<file path="config.mk">
export PLATFORM = sky130hd
export DESIGN_NAME = board_level_stream_receiver
export DESIGN_NICKNAME = d
export VERILOG_FILES = /design/src/rtl/board_level_stream_pkg.sv /design/src/rtl/board_level_stream_fifo.sv /design/src/rtl/board_level_stream_receiver.sv
export SDC_FILE = /design/constraint.sdc
export NUM_CORES = 1
export LEC_CHECK = 0
export CORE_MARGIN = 1.5
export CORE_UTILIZATION = 45
export DETAILED_ROUTE_END_ITERATION = 7
export DONT_BUFFER_PORTS = 1
export PLACE_DENSITY_LB_ADDON = 0.15
export SLEW_MARGIN = 5
export SYNTH_ARGS = -nofsm -noshare
export SYNTH_HDL_FRONTEND = slang
export SYNTH_SLANG_ARGS = --single-unit
</file>
<file path="constraint.sdc">
create_clock -name clk -period 2.7 [get_ports clk]
set_input_delay 0.54 -clock clk [delete_from_list [all_inputs] [get_ports clk]]
set_output_delay 0.54 -clock clk [all_outputs]
set_load 0.01 [all_outputs]
</file>
<file path="src/rtl/board_level_stream_pkg.sv">
// Shared definitions for the board-level stream receiver.
//
// Contents:
//   state_t          receiver FSM states (ST_IDLE, ST_RECV)
//   ENT_*            bit offsets of the control fields in a FIFO entry.
//                    The entry is {sof, eof, error, data[DATA_W-1:0]}.
//                    Each control offset is added to DATA_W.
//   CRC8_POLY/INIT   CRC-8/MAXIM constants (reflected form, no xorout)
//   crc8_maxim_byte  folds one byte into a running CRC-8/MAXIM value
package board_level_stream_pkg;

  typedef enum logic [0:0] {
    ST_IDLE = 1'b0,
    ST_RECV = 1'b1
  } state_t;

  localparam int ENT_ERR_OFS = 0;
  localparam int ENT_EOF_OFS = 1;
  localparam int ENT_SOF_OFS = 2;
  localparam int ENT_CTRL_W  = 3;

  localparam logic [7:0] CRC8_POLY = 8'h8C;
  localparam logic [7:0] CRC8_INIT = 8'h00;

  // Reflected CRC: the byte is consumed LSB first.
  function automatic logic [7:0] crc8_maxim_byte(input logic [7:0] last_crc,
                                                 input logic [7:0] data);
    logic [7:0] c;
    c = last_crc ^ data;
    for (int i = 0; i < 8; i++) begin
      c = c[0] ? ((c >> 1) ^ CRC8_POLY) : (c >> 1);
    end
    return c;
  endfunction

endpackage

</file>
<file path="src/rtl/board_level_stream_fifo.sv">
// Synchronous show-ahead FIFO. The head entry is visible on rd_data whenever
// empty is low. It accepts one write and one read per cycle. A write while
// full succeeds only if a read happens in the same cycle.
//
// Parameters: WIDTH (entry width), DEPTH (entries, power of two, >= 4)
// Ports:
//   clk, rst       clock, synchronous active-high reset (empties the FIFO)
//   wr_en, wr_data write request and entry
//   rd_en          pop the head (ignored while empty)
//   rd_data        head entry
//   full, empty    occupancy flags
module board_level_stream_fifo #(
  parameter int WIDTH = 11,
  parameter int DEPTH = 16
) (
  input  logic             clk,
  input  logic             rst,
  input  logic             wr_en,
  input  logic [WIDTH-1:0] wr_data,
  input  logic             rd_en,
  output logic [WIDTH-1:0] rd_data,
  output logic             full,
  output logic             empty
);

  localparam int AW = $clog2(DEPTH);

  logic [WIDTH-1:0] mem [DEPTH];
  logic [AW:0]      wr_ptr;
  logic [AW:0]      rd_ptr;
  logic             do_rd;
  logic             do_wr;

  // Pointers carry one extra wrap bit so that full and empty can be told apart.
  assign empty   = (wr_ptr == rd_ptr);
  assign full    = (wr_ptr[AW] != rd_ptr[AW]) && (wr_ptr[AW-1:0] == rd_ptr[AW-1:0]);
  assign do_rd   = rd_en & ~empty;
  assign do_wr   = wr_en & (~full | do_rd);
  assign rd_data = mem[rd_ptr[AW-1:0]];

  always_ff @(posedge clk) begin
    if (rst) begin
      wr_ptr <= '0;
      rd_ptr <= '0;
    end else begin
      if (do_wr) wr_ptr <= wr_ptr + 1'b1;
      if (do_rd) rd_ptr <= rd_ptr + 1'b1;
    end
  end

  always_ff @(posedge clk) begin
    if (do_wr) mem[wr_ptr[AW-1:0]] <= wr_data;
  end

endmodule

</file>
<file path="src/rtl/board_level_stream_receiver.sv">
// Frame receiver. It repacks SYM_W-bit symbols (MSB first) into DATA_W-bit
// words with a bit-accurate gearbox. Start, data and end beats go into an
// output FIFO with a valid/ready handshake.
//
// Optional feature: define BOARD_LEVEL_STREAM_RECEIVER_CRC_EN to enable it.
// The last complete word of each frame is then treated as a CRC-8/MAXIM of
// the preceding words and is not output. A mismatch, or a frame with no
// complete word, sets the error flag on the end beat. DATA_W must be 8 with
// this feature enabled.
//
// Parameters: SYM_W (1..DATA_W), DATA_W, FIFO_DEPTH (power of two, >= 4)
// Ports:
//   clk, rst              clock, synchronous active-high reset
//   sym_valid             symbol or marker present
//   sym_start, sym_end    frame markers (start wins over end)
//   sym_data              symbol
//   out_valid, out_ready  output handshake
//   out_data              word (0 on start/end beats and when not valid)
//   out_sof, out_eof      head is a start / end beat
//   out_error             frame error, meaningful with out_eof
//   overflow              sticky: a beat was dropped on a full FIFO
//   aborted               one-cycle pulse when a start interrupts an open frame
module board_level_stream_receiver
  import board_level_stream_pkg::*;
#(
  parameter int SYM_W      = 6,
  parameter int DATA_W     = 8,
  parameter int FIFO_DEPTH = 16
) (
  input  logic              clk,
  input  logic              rst,
  input  logic              sym_valid,
  input  logic              sym_start,
  input  logic              sym_end,
  input  logic [SYM_W-1:0]  sym_data,
  output logic              out_valid,
  input  logic              out_ready,
  output logic [DATA_W-1:0] out_data,
  output logic              out_sof,
  output logic              out_eof,
  output logic              out_error,
  output logic              overflow,
  output logic              aborted
);

  // The accumulator holds fewer than DATA_W bits before a symbol is added.
  // So SYM_W + DATA_W - 1 bits is always enough.
  localparam int ACC_W = SYM_W + DATA_W - 1;
  localparam int CNT_W = $clog2(ACC_W + 1);
  localparam int ENT_W = DATA_W + ENT_CTRL_W;

  state_t            state;
  logic [ACC_W-1:0]  acc;
  logic [CNT_W-1:0]  cnt;

  logic [ACC_W-1:0]  acc_app;
  logic [CNT_W-1:0]  cnt_app;
  logic [CNT_W-1:0]  cnt_rem;
  logic              word_rdy;
  logic [DATA_W-1:0] word;

  logic              is_start;
  logic              is_end;
  logic              is_data;
  logic              word_take;
  logic              crc_fail;

  logic              push_vld_p0;
  logic              push_sof_p0;
  logic              push_eof_p0;
  logic              push_err_p0;
  logic [DATA_W-1:0] push_data_p0;
  logic              abort_p0;

  logic              drop_flag;
  logic              drop;
  logic              pop;
  logic              full;
  logic              empty;
  logic [ENT_W-1:0]  entry;
  logic [ENT_W-1:0]  head;

`ifdef BOARD_LEVEL_STREAM_RECEIVER_CRC_EN
  logic [DATA_W-1:0] held;
  logic              have_held;
  logic [7:0]        crc;
`endif

  assign is_start  = sym_valid & sym_start;
  assign is_end    = sym_valid & ~sym_start & sym_end & (state == ST_RECV);
  assign is_data   = sym_valid & ~sym_start & ~sym_end & (state == ST_RECV);
  assign word_take = is_data & word_rdy;

  // The new symbol goes into the low end. The word is the oldest DATA_W
  // valid bits, which sit just below bit position cnt_app.
  always_comb begin
    acc_app  = (acc << SYM_W) | ACC_W'(sym_data);
    cnt_app  = cnt + CNT_W'(SYM_W);
    word_rdy = (cnt_app >= CNT_W'(DATA_W));
    word     = DATA_W'(acc_app >> (cnt_app - CNT_W'(DATA_W)));
    cnt_rem  = word_rdy ? (cnt_app - CNT_W'(DATA_W)) : cnt_app;
  end

`ifdef BOARD_LEVEL_STREAM_RECEIVER_CRC_EN
  // At end, the held word is the received CRC. The running CRC covers every
  // word before it.
  assign crc_fail = ~have_held | (held != crc);
`else
  assign crc_fail = 1'b0;
`endif

  // ---- Stage p0: frame FSM, gearbox, and beat formation ----
  always_ff @(posedge clk) begin
    if (rst) begin
      state       <= ST_IDLE;
      cnt         <= '0;
      push_vld_p0 <= 1'b0;
      push_sof_p0 <= 1'b0;
      push_eof_p0 <= 1'b0;
      push_err_p0 <= 1'b0;
      abort_p0    <= 1'b0;
`ifdef BOARD_LEVEL_STREAM_RECEIVER_CRC_EN
      have_held   <= 1'b0;
`endif
    end else begin
      abort_p0    <= is_start & (state == ST_RECV);
      push_sof_p0 <= is_start;
      push_eof_p0 <= is_end;
      push_err_p0 <= is_end & crc_fail;
`ifdef BOARD_LEVEL_STREAM_RECEIVER_CRC_EN
      // Each new word releases the previously held one.
      push_vld_p0 <= is_start | is_end | (word_take & have_held);
      if (is_start)       have_held <= 1'b0;
      else if (word_take) have_held <= 1'b1;
`else
      push_vld_p0 <= is_start | is_end | word_take;
`endif
      // A start in RECV drops the open frame silently.
      if (is_start) begin
        state <= ST_RECV;
        cnt   <= '0;
      end else if (is_end) begin
        state <= ST_IDLE;
      end else if (is_data) begin
        cnt   <= cnt_rem;
      end
    end
  end

  always_ff @(posedge clk) begin
    if (is_data) acc <= acc_app;
`ifdef BOARD_LEVEL_STREAM_RECEIVER_CRC_EN
    if (is_start | is_end) push_data_p0 <= '0;
    else if (word_take)    push_data_p0 <= held;
    if (is_start)                  crc <= CRC8_INIT;
    else if (word_take & have_held) crc <= crc8_maxim_byte(crc, held);
    if (word_take) held <= word;
`else
    if (is_start | is_end) push_data_p0 <= '0;
    else if (word_take)    push_data_p0 <= word;
`endif
  end

  // ---- Stage p1: FIFO write, drop detection, and flag outputs ----
  assign pop  = ~empty & out_ready;
  assign drop = push_vld_p0 & full & ~pop;

  // Earlier beats of this frame were already written, so drop_flag is
  // up to date when the end beat gets its error bit.
  always_comb begin
    entry                        = '0;
    entry[DATA_W-1:0]            = push_data_p0;
    entry[DATA_W + ENT_SOF_OFS]  = push_sof_p0;
    entry[DATA_W + ENT_EOF_OFS]  = push_eof_p0;
    entry[DATA_W + ENT_ERR_OFS]  = push_eof_p0 & (push_err_p0 | drop_flag);
  end

  always_ff @(posedge clk) begin
    if (rst) begin
      overflow  <= 1'b0;
      drop_flag <= 1'b0;
      aborted   <= 1'b0;
    end else begin
      aborted <= abort_p0;
      if (drop) overflow <= 1'b1;
      // A start beat opens a new frame. It is clean unless the start beat
      // itself is dropped.
      if (push_vld_p0 & push_sof_p0) drop_flag <= drop;
      else if (drop)                 drop_flag <= 1'b1;
    end
  end

  board_level_stream_fifo #(
    .WIDTH (ENT_W),
    .DEPTH (FIFO_DEPTH)
  ) u_fifo (
    .clk     (clk),
    .rst     (rst),
    .wr_en   (push_vld_p0),
    .wr_data (entry),
    .rd_en   (pop),
    .rd_data (head),
    .full    (full),
    .empty   (empty)
  );

  // Outputs read as zero while the FIFO is empty, including after reset.
  assign out_valid = ~empty;
  assign out_data  = out_valid ? head[DATA_W-1:0] : '0;
  assign out_sof   = out_valid & head[DATA_W + ENT_SOF_OFS];
  assign out_eof   = out_valid & head[DATA_W + ENT_EOF_OFS];
  assign out_error = out_valid & head[DATA_W + ENT_ERR_OFS];

endmodule

</file>
# After elaboration in Yosys (flattened, before gate mapping)
# Memory sizes are Yosys's and may differ from the RTL's. A register that Yosys moved wholly into a read port is not among the register bits.
# Index checks and enable logic that the tools add are counted.
# word_totals
reg_bits	37
latch_bits	0
ram_bits	176
rom_bits	0
in_bits	12
output_inout_bits	14
word_cells	66
n_memories	1
# mem_list
memory	words	word_bits	read_ports	rd_clocked_by_memory_dff	wr	line	rtl
u_fifo.mem	16	11	1	1	1	board_level_stream_fifo.sv:28	logic [WIDTH-1:0] mem [DEPTH];
# classes
add_sub_neg	4
n_mul	0
n_div	0
magnitude_cmp	1
n_eq_ne	3
shifts	1
mux	10
bitwise_logic	28
n_reduce_logical	5
# ops
op	count
$and 1x1->1	18
$or 13x6->13	1
$shr 13x4->8	1
$mux 4	3
$add 5x1->5 const B	2
$mux 8	1
$mux 1	6
$not 1->1	6
$eq 5x5->1	1
$add 4x3->4 const B	1
$eq 4x4->1	1
$ge 4x4->1 const B	1
$reduce_bool 2->1	2
$sub 4x4->4 const B	1
$or 1x1->1	3
$reduce_and 2->1	1
$reduce_or 2->1	1
$logic_and 1x1->1	1
$ne 1x1->1	1

# Logic depth before layout (Yosys ltp)
# Gate-level depths: netlist of run 1.
# depth
ltp_word	8
mapped_depth	8
mapped_depth_nobuf	6

# By module
# Synthesis of run 1 repeated with hierarchy kept, for this count alone.
# hier_totals
hier_cells	435
hier_area_um2	8635.8
# by_module_without_submodules
module	instances	cells_per_inst	area_per_inst_um2	seq_area_each_um2
board_level_stream_fifo	1	329	7544.7	5565.3
board_level_stream_receiver	1	106	1091.0	570.5

# Worst setup path before layout of run 1
# OpenSTA, ideal clock, no wires.
# synth_path
kind	reg-to-output
startpoint	register with a tool-made name
endpoint	output port out_data[0]
arrival_ns	1.478
t_required_ns	2.160
slack_ns	0.682
path_stages_with_launch	6
n_path_buf	2
cell_sequence	dfxtp_1 -> buf_2 -> buf_4 -> mux4_2 -> o22ai_1 -> nor3_2
# synth_rtl
element	line	rtl
to (decl)	board_level_stream_receiver.sv:38	output logic [DATA_W-1:0] out_data,

# Worst setup path after layout of run 1
# layout_path
startpoint	register u_fifo.wr_ptr[3]
endpoint	output port out_data[2]
# layout_between
elab_chain_len	2
# layout_lines
element	line	rtl
from (decl)	board_level_stream_fifo.sv:29	logic [AW:0] wr_ptr;
from (signal assigned)	board_level_stream_fifo.sv:46	if (do_wr) wr_ptr <= wr_ptr + 1'b1;
$eq 5x5->1	board_level_stream_fifo.sv:35	assign empty = (wr_ptr == rd_ptr);
$mux 8	board_level_stream_receiver.sv:209	assign out_data = out_valid ? head[DATA_W-1:0] : '0;
# Every way passes these cells.

==> results of run 1 <==
cell type report:
cell class	count	area [µm²]	share of cell area
multi-input combinational	211	2297	0.2370
clock buffer	34	656.9	0.06777
tap	234	292.8	0.03021
timing repair buffer	23	210.2	0.02169
sequential	215	6140	0.6334
inverter	11	41.29	0.004260
clock inverter	6	55.05	0.005680
worst min path at each step:
| stage | startpoint | endpoint | depth (start not counted) |
|---|---|---|---|
| finish | sym_start | push_eof_p0 | 1 |
| detailed placement | abort_p0 | aborted | 1 |
| global placement | abort_p0 | aborted | 1 |
| floorplan | abort_p0 | aborted | 1 |
| global route | rst | push_vld_p0 | 1 |
| CTS | rst | overflow | 1 |
power groups by stage:
stage | Combinational (mW) | Clock (mW) | Sequential (mW)
finish | 0.286 | 2.95 | 3.60
global placement | 0.281 | 0 | 3.66
detailed placement | 0.284 | 0 | 3.66
floorplan | 0.244 | 0 | 3.65
global route | 0.312 | 3.15 | 3.60
CTS | 0.288 | 3.01 | 3.59
synthesized netlist by cell type (2+ instances only):
library cell               instances
sky130_fd_sc_hd__edfxtp_1        183
sky130_fd_sc_hd__mux4_2           49
sky130_fd_sc_hd__dfxtp_1          32
sky130_fd_sc_hd__o22ai_1          20
sky130_fd_sc_hd__nor2_1           17
sky130_fd_sc_hd__and3_1           15
sky130_fd_sc_hd__nand2_1          13
sky130_fd_sc_hd__inv_1            11
sky130_fd_sc_hd__mux2i_1           9
sky130_fd_sc_hd__nor3_2            9
sky130_fd_sc_hd__nor2b_1           8
sky130_fd_sc_hd__a21oi_1           7
sky130_fd_sc_hd__mux2_2            7
sky130_fd_sc_hd__buf_2             6
sky130_fd_sc_hd__clkbuf_1          6
sky130_fd_sc_hd__ha_1              6
sky130_fd_sc_hd__xnor2_1           5
sky130_fd_sc_hd__a22o_1            4
sky130_fd_sc_hd__buf_4             4
sky130_fd_sc_hd__nand3_1           4
sky130_fd_sc_hd__buf_1             3
sky130_fd_sc_hd__buf_6             3
sky130_fd_sc_hd__nand4_1           3
sky130_fd_sc_hd__nor3_1            3
sky130_fd_sc_hd__o21ai_0           3
sky130_fd_sc_hd__a211oi_1          2
sky130_fd_sc_hd__and2_1            2
sky130_fd_sc_hd__and4_1            2
sky130_fd_sc_hd__nand2b_1          2
sky130_fd_sc_hd__o311ai_0          2
sky130_fd_sc_hd__or2_2             2
registers in the layout, summed over array words and instances (netlist names), named ones only:
register / cells
u_fifo.mem: 176
u_fifo.wr_ptr: 5
push_eof_p0: 1
push_sof_p0: 1
cnt: 2
acc: 7
push_vld_p0: 1
abort_p0: 1
u_fifo.rd_ptr: 5
drop_flag: 1
aborted: 1
push_data_p0: 8
overflow: 1
state: 1
cells in the final DEF, fill, tap and decap left out, types with 4 or more instances in the layout:
cell | Yosys | routed
sky130_fd_sc_hd__a21oi_1 | 7 | 7
sky130_fd_sc_hd__mux2i_1 | 9 | 9
sky130_fd_sc_hd__inv_1 | 11 | 11
sky130_fd_sc_hd__a22o_1 | 4 | 4
sky130_fd_sc_hd__mux4_2 | 49 | 49
sky130_fd_sc_hd__o22ai_1 | 20 | 19
sky130_fd_sc_hd__mux2_2 | 7 | 7
sky130_fd_sc_hd__clkbuf_16 | 0 | 23
sky130_fd_sc_hd__ha_1 | 6 | 6
sky130_fd_sc_hd__and3_1 | 15 | 15
sky130_fd_sc_hd__xnor2_1 | 5 | 5
sky130_fd_sc_hd__nand2_1 | 13 | 13
sky130_fd_sc_hd__nor2b_1 | 8 | 8
sky130_fd_sc_hd__clkbuf_1 | 6 | 7
sky130_fd_sc_hd__edfxtp_1 | 183 | 183
sky130_fd_sc_hd__buf_4 | 4 | 20
sky130_fd_sc_hd__nand3_1 | 4 | 4
sky130_fd_sc_hd__clkbuf_8 | 0 | 4
sky130_fd_sc_hd__dfxtp_1 | 32 | 29
sky130_fd_sc_hd__nor2_1 | 17 | 17
sky130_fd_sc_hd__nor3_2 | 9 | 10
kinds of logic (layout without fill, tap and decap cells):
group | Yosys count | in the layout | synth area share
flip-flops | 215 | 215 | 0.7154
buffers and inverters | 34 | 74 | 0.02028
AO/OA/AOI/OAI | 48 | 48 | 0.04026
XOR/XNOR | 6 | 6 | 0.007002
multiplexers | 65 | 65 | 0.1484
AND/OR/NAND/NOR | 86 | 86 | 0.05996
adder cells (fa/ha/maj) | 6 | 6 | 0.008753
repair_timing:
| action | in CTS | in global routing |
|---|---|---|
| resized for setup | 3 | 5 |
| setup endpoints to repair | 6 | 12 |
| gates cloned | 0 | 0 |
| setup buffers | 0 | 0 |
critical path, delay by kind of cell (launching register included):
family	cells	cell delay [ps]
XOR/XNOR	1	130
flip-flops	1	460
AND/OR/NAND/NOR	3	1000
metrics by stage:
step                utilization  TNS (ps)  cells  instance area (µm²)
finish                   0.5182         0    734                 9693
global route             0.5182   -0.9024    734                 9693
CTS                      0.5171         0    734                 9673
detailed placement       0.4785         0    694                 8950
global placement         0.4785         0    694                 8950
floorplan                     -         0    460                 8577
routing by layer:
metal,track usage,up-vias
met4,0.04221,0
li1,-,1906
met5,0,-
met3,0.03023,29
met2,0.2888,101
met1,0.2516,2213
==> out/summary.txt, run 1 <==
CTS tree: done
Crit path time final: 2629 ps
Width of the die: 141.1 µm
Longest Clk Path Bufs: 3
Critical Path Sink Type: output pin
Wire length per cell: 23.06 µm
Routed met2 length: 8.201 mm
Clock network power share: 0.432
Max Fclk: 380.4 MHz
Post-DR vias/cell: 5.789
Synthesized area: 0.008577 mm²
Worst slew margin relative to its limit: 0.4456
Synth Flop Type: sky130_fd_sc_hd__edfxtp_1
CP Capture Point: out_data[2]
Tcrit/Tclk final: 0.9736
Final weighted congestion of routability-driven global placement: 0.8559
Top layer in use: met4
Routed wl met3: 890 µm
Worst EP required: 2160 ps
Number of routed nets with antenna violations: 0
Cell type contributing the most total cell area after synthesis: sky130_fd_sc_hd__edfxtp_1
Root Buffer: sky130_fd_sc_hd__clkbuf_16
Number of standard-cell rows in the floorplan: 50
Fraction of layout instances using a drive strength above 1: 0.2720
Number of synthesized flops with an enable pin: 183
Combinational power share: 0.042
Remaining routing DRC violations: 0
Final setup slack of the worst path: 71.22 ps
Initial DRC count: 296
Final worst clock skew: 18.55 ps
Worst-path maximum fanout: 12
FF-to-FF setup slack: 440 ps
Initial antenna violation count: 0
Number of detailed-route iterations in the first pass: 4
Number of synthesized register bits: 215
Maximum number of pins on one net before global-route repair: 29
Post-Route M1 WL: 7.570 mm
Die footprint: 0.01990 mm²
GRT Util Overall: 0.1772
Warning count from the yosys run: 0
CTS Buf Count: 23
Total design power: 6.829 mW
Sink Count: 215
I/O Buffers: 0
Max-slew violation count: 0
Total Routed Length: 16.92 mm
Max stage delay cell, worst path: sky130_fd_sc_hd__dfxtp_1
Cell Pwr Density: 704.5 mW/mm²
Launching instance or port of the critical path: u_fifo.wr_ptr[3]
Count of maximum capacitance violations: 0
Standard cell core area: 0.01871 mm²
Hold-fix buffers at CTS: 0
Synth Instances: 460
Sequential cell area fraction in the yosys report: 0.7154
Via count: 4,249
Worst min path class: input pin to register
Final count of negative-setup-slack endpoints: 0
Logic depth of the worst register-to-register path: 5
Number of nets in the synthesized netlist: 478
Launch point of the worst reg-to-reg path: u_fifo.rd_ptr[4]
Unique masters post-synth: 49
Final net count: 503
Pleak: 3.215 nW
Most area-consuming cells after synthesis: sky130_fd_sc_hd__edfxtp_1, sky130_fd_sc_hd__mux4_2, sky130_fd_sc_hd__dfxtp_1, sky130_fd_sc_hd__o22ai_1, sky130_fd_sc_hd__and3_1
Max H-tree Level: 1
Area delta synth->final: 13.01%
Setup Crit Path Kind: register to output pin
Outcome: complete, no violations
Layout fillers: 1,506
Pint: 5.461 mW
Cells along the critical path: xnor2_1 -> and4_2 -> and2_4 -> nor3_2
Effective utilization at floorplan: 0.4585
CP Launch Type: register
Worst setup slack before clock tree synthesis: 371.0 ps
Worst endpoint data arrival time: 2090 ps
CP max stage delay: 460 ps
Fraction of post-synthesis cell area in the top cell type by area: 0.6407
Number of top-level pins: 26
Final Hold Viols: 0
Global-route wire length before repair: 26.28 mm
Vias in the first global route: 4,475
WHS: 114.8 ps
Mean area per synthesized cell: 18.65 µm²
Residual overflow from global routing: 0
Vert. Die Dim: 141.1 µm
HPWL after detailed placement: 10.80 mm
Proportion of power drawn by flip-flops and latches: 0.526
Largest vdd supply drop: 0.0003356 V
Worst slew pin tran: 831.5 ps
Clock transition at the registers of the reported paths: 60 ps
FFs w/ async S/R, synth: 0
Clk Latency, worst-skew pair: 490 ps
Switching pwr: 1.369 mW
R2r endpoint: u_fifo.mem[9][0]
Antenna diode count: 0
Switching portion of total power: 0.2004
No activity file was read; power rests on OpenSTA's default activity.
==> inputs of run 2 (changes only) <==
Clock period 2.7 ns to 3.1 ns, I/O delays scaled along.
==> run 2 against run 1 <==
Against the previous run: clock-buffer cell count decreased by 7; sequential share of layout area rose by 1.2 points; via count is 1.3% lower; highest routed layer unchanged; largest power group unchanged; worst setup slack improved by 95 ps.
==> out/summary.txt, run 2 (synthesis results as in run 1) <==
Final count of negative-setup-slack endpoints: 0 (unchanged)
Placed Cells incl. Taps: 680 (-2.0%)
Root Buffer: sky130_fd_sc_hd__clkbuf_16
Combinational power share: 0.041 (about the same)
Launch point of the worst reg-to-reg path: u_fifo.wr_ptr[3]
Outcome: complete, no violations
Width of the die: 141.1 µm (unchanged)
Final setup slack of the worst path: 166.3 ps (+95.09 ps)
Max-slew violation count: 0 (unchanged)
Post-CTS setup-driven buffer insertion count: 0 (unchanged)
Pint: 4.648 mW (-15%)
Startpoint of the worst hold path: rst
Clock transition at the registers of the reported paths: 60 ps (about the same)
Max H-tree Level: 1 (unchanged)
I/O Buffers: 0 (unchanged)
Number of standard-cell rows in the floorplan: 50 (unchanged)
Number of routed nets with antenna violations: 0 (unchanged)
GRT Util Overall: 0.1789 (+0.001727)
Tcrit/Tclk final: 0.9464
Post-DR vias/cell: 5.818 (+0.51%)
Buffer and inverter count on the worst path: 0 (unchanged)
Count of maximum capacitance violations: 0 (unchanged)
Placed Instance Area: 0.008832 mm² (-1.3%)
Max stage delay cell, worst path: sky130_fd_sc_hd__a211oi_1
Initial DRC count: 254 (-14%)
Wire length per cell: 23.69 µm (+2.8%)
Longest Clk Path Bufs: 3 (unchanged)
Residual overflow from global routing: 0 (unchanged)
Max Fclk: 340.9 MHz
Routed met2 length: 7.928 mm (-3.3%)
Standard cell core area: 0.01871 mm² (unchanged)
Global-route wire length before repair: 26.54 mm (+1.0%)
Largest register FFs: 176 (unchanged)
HPWL after detailed placement: 10.64 mm (-1.4%)
Area delta synth->final: 10.94%
Layout fillers: 1,514 (+0.53%)
Critical Path Sink Type: output pin
Cell Pwr Density: 618.1 mW/mm² (-12%)
Fin cells: 721 (-1.8%)
Effective utilization at floorplan: 0.4585 (unchanged)
Pleak: 3.113 nW (-3.2%)
Final worst clock skew: 7.918 ps (-10.63 ps)
Via count: 4,195 (-1.3%)
Antenna diode count: 0 (unchanged)
Final std cell area, no fill: 0.009515 mm² (-1.8%)
Largest delay contributor family on the critical path: simple AND/OR/NAND/NOR gates
Highest-count cells in the layout ignoring fill and taps: sky130_fd_sc_hd__edfxtp_1, sky130_fd_sc_hd__mux4_2, sky130_fd_sc_hd__dfxtp_1
Number of detailed-route iterations in the first pass: 4 (unchanged)
CTS tree: done
CP max stage delay: 560 ps (+100 ps)
Number of gates resized after CTS: 0 (-3)
Proportion of power drawn by flip-flops and latches: 0.533 (+0.007)
Switching pwr: 1.234 mW (-9.9%)
Worst setup slack before clock tree synthesis: 681.5 ps (+310.6 ps)
Fraction of layout instances using a drive strength above 1: 0.2382 (-0.03381)
Remaining routing DRC violations: 0 (unchanged)
Clock network power share: 0.427 (-0.005)
Worst slew pin tran: 737.3 ps (-94.21 ps)
Launching instance or port of the critical path: u_fifo.wr_ptr[3]
Switching portion of total power: 0.2097 (+0.009335)
Number of top-level pins: 26 (unchanged)
Initial antenna violation count: 0 (unchanged)
Clk Latency, worst-skew pair: 500 ps (about the same)
Largest vdd supply drop: 0.0003375 V (+0.55%)
Setup Crit Path Kind: register to output pin
Crit path time final: 2934 ps
Final net count: 489 (-2.8%)
Leading cell type in the layout, fill and taps excluded: sky130_fd_sc_hd__edfxtp_1
Post-Route M1 WL: 7.884 mm (+4.1%)
CTS Buf Count: 23 (unchanged)
Final weighted congestion of routability-driven global placement: 0.7927 (-7.4%)
Top layer in use: met4
Hold-fix buffers at CTS: 0 (unchanged)
Vias in the first global route: 4,412 (-1.4%)
Cells along the critical path: xnor2_1 -> and4_1 -> and2_4 -> a211oi_1
Worst EP required: 2480 ps (+320 ps)
Worst-path maximum fanout: 12 (unchanged)
Unrepaired setup endpoints after global routing: false
CP Launch Type: register
Vert. Die Dim: 141.1 µm (unchanged)
Total Routed Length: 17.08 mm (+0.93%)
Sink Count: 215 (unchanged)
Worst min path class: input pin to register
Worst slew margin relative to its limit: 0.5084 (+0.06280)
Routed wl met3: 920 µm (+3.4%)
Maximum number of pins on one net before global-route repair: 29 (unchanged)
Die footprint: 0.01990 mm² (unchanged)
Worst endpoint data arrival time: 2310 ps (+220 ps)
Final total negative setup slack: 0 ps (unchanged)
Final Hold Viols: 0 (unchanged)
## run 2: power groups by stage
stage / Combinational, mW / Clock (mW) / Sequential, mW
6_report: 0.240 / 2.51 / 3.13
5_1_grt: 0.259 / 2.65 / 3.13
4_1_cts: 0.243 / 2.55 / 3.13
3_5_place_dp: 0.242 / 0 / 3.19
3_3_place_gp: 0.241 / 0 / 3.19
2_1_floorplan: 0.212 / 0 / 3.18
## run 2: path summary, 6_finish.rpt
kind / end / slack (ps) / depth (start not counted)
worst max-delay path: out_data[6] / 170 / 4
worst min-delay path: overflow / 200 / 1
worst max register to register: u_fifo.mem[4][4] / 700 / 4
worst min register to register: drop_flag / 450 / 2
## run 2: final cells by class
class                      instances  area (µm²)  area share
clock inverter                    14       92.59    0.009730
tap                              234       292.8     0.03077
timing repair buffer               9       92.59    0.009730
inverter                          11       41.29    0.004339
sequential                       215        6138      0.6451
clock buffer                      27       590.6     0.06206
multi-input combinational        211        2267      0.2383
## run 2: worst reg2reg max path: stages, from the launching register on
cell and delay, ps:
sky130_fd_sc_hd__dfxtp_1 460, sky130_fd_sc_hd__xnor2_1 130, sky130_fd_sc_hd__and4_1 350, sky130_fd_sc_hd__a21oi_4 370
sky130_fd_sc_hd__and3_1 710
## run 2: layer usage
| metal | up-vias | track usage |
|---|---|---|
| met3 | 26 | 0.03159 |
| met5 | - | 0 |
| met4 | 0 | 0.05537 |
| li1 | 1886 | - |
| met2 | 97 | 0.2810 |
| met1 | 2186 | 0.2574 |
## run 2: stage by stage
| step | total power [mW] | hold WS, ps | utilization |
|---|---|---|---|
| global route | 6.048 | 180.6 | 0.5087 |
| detailed placement | 3.436 | 434.0 | 0.4722 |
| finish | 5.882 | 196.3 | 0.5087 |
| floorplan | 3.394 | 413.8 | - |
| global placement | 3.433 | 436.0 | 0.4722 |
| CTS | 5.926 | 173.9 | 0.5087 |
==> inputs of run 3 (changes only) <==
Settings changed: ABC_AREA set to 0.
==> results of run 3 <==
Final layout, timing and power as in run 2 (identical DEF).
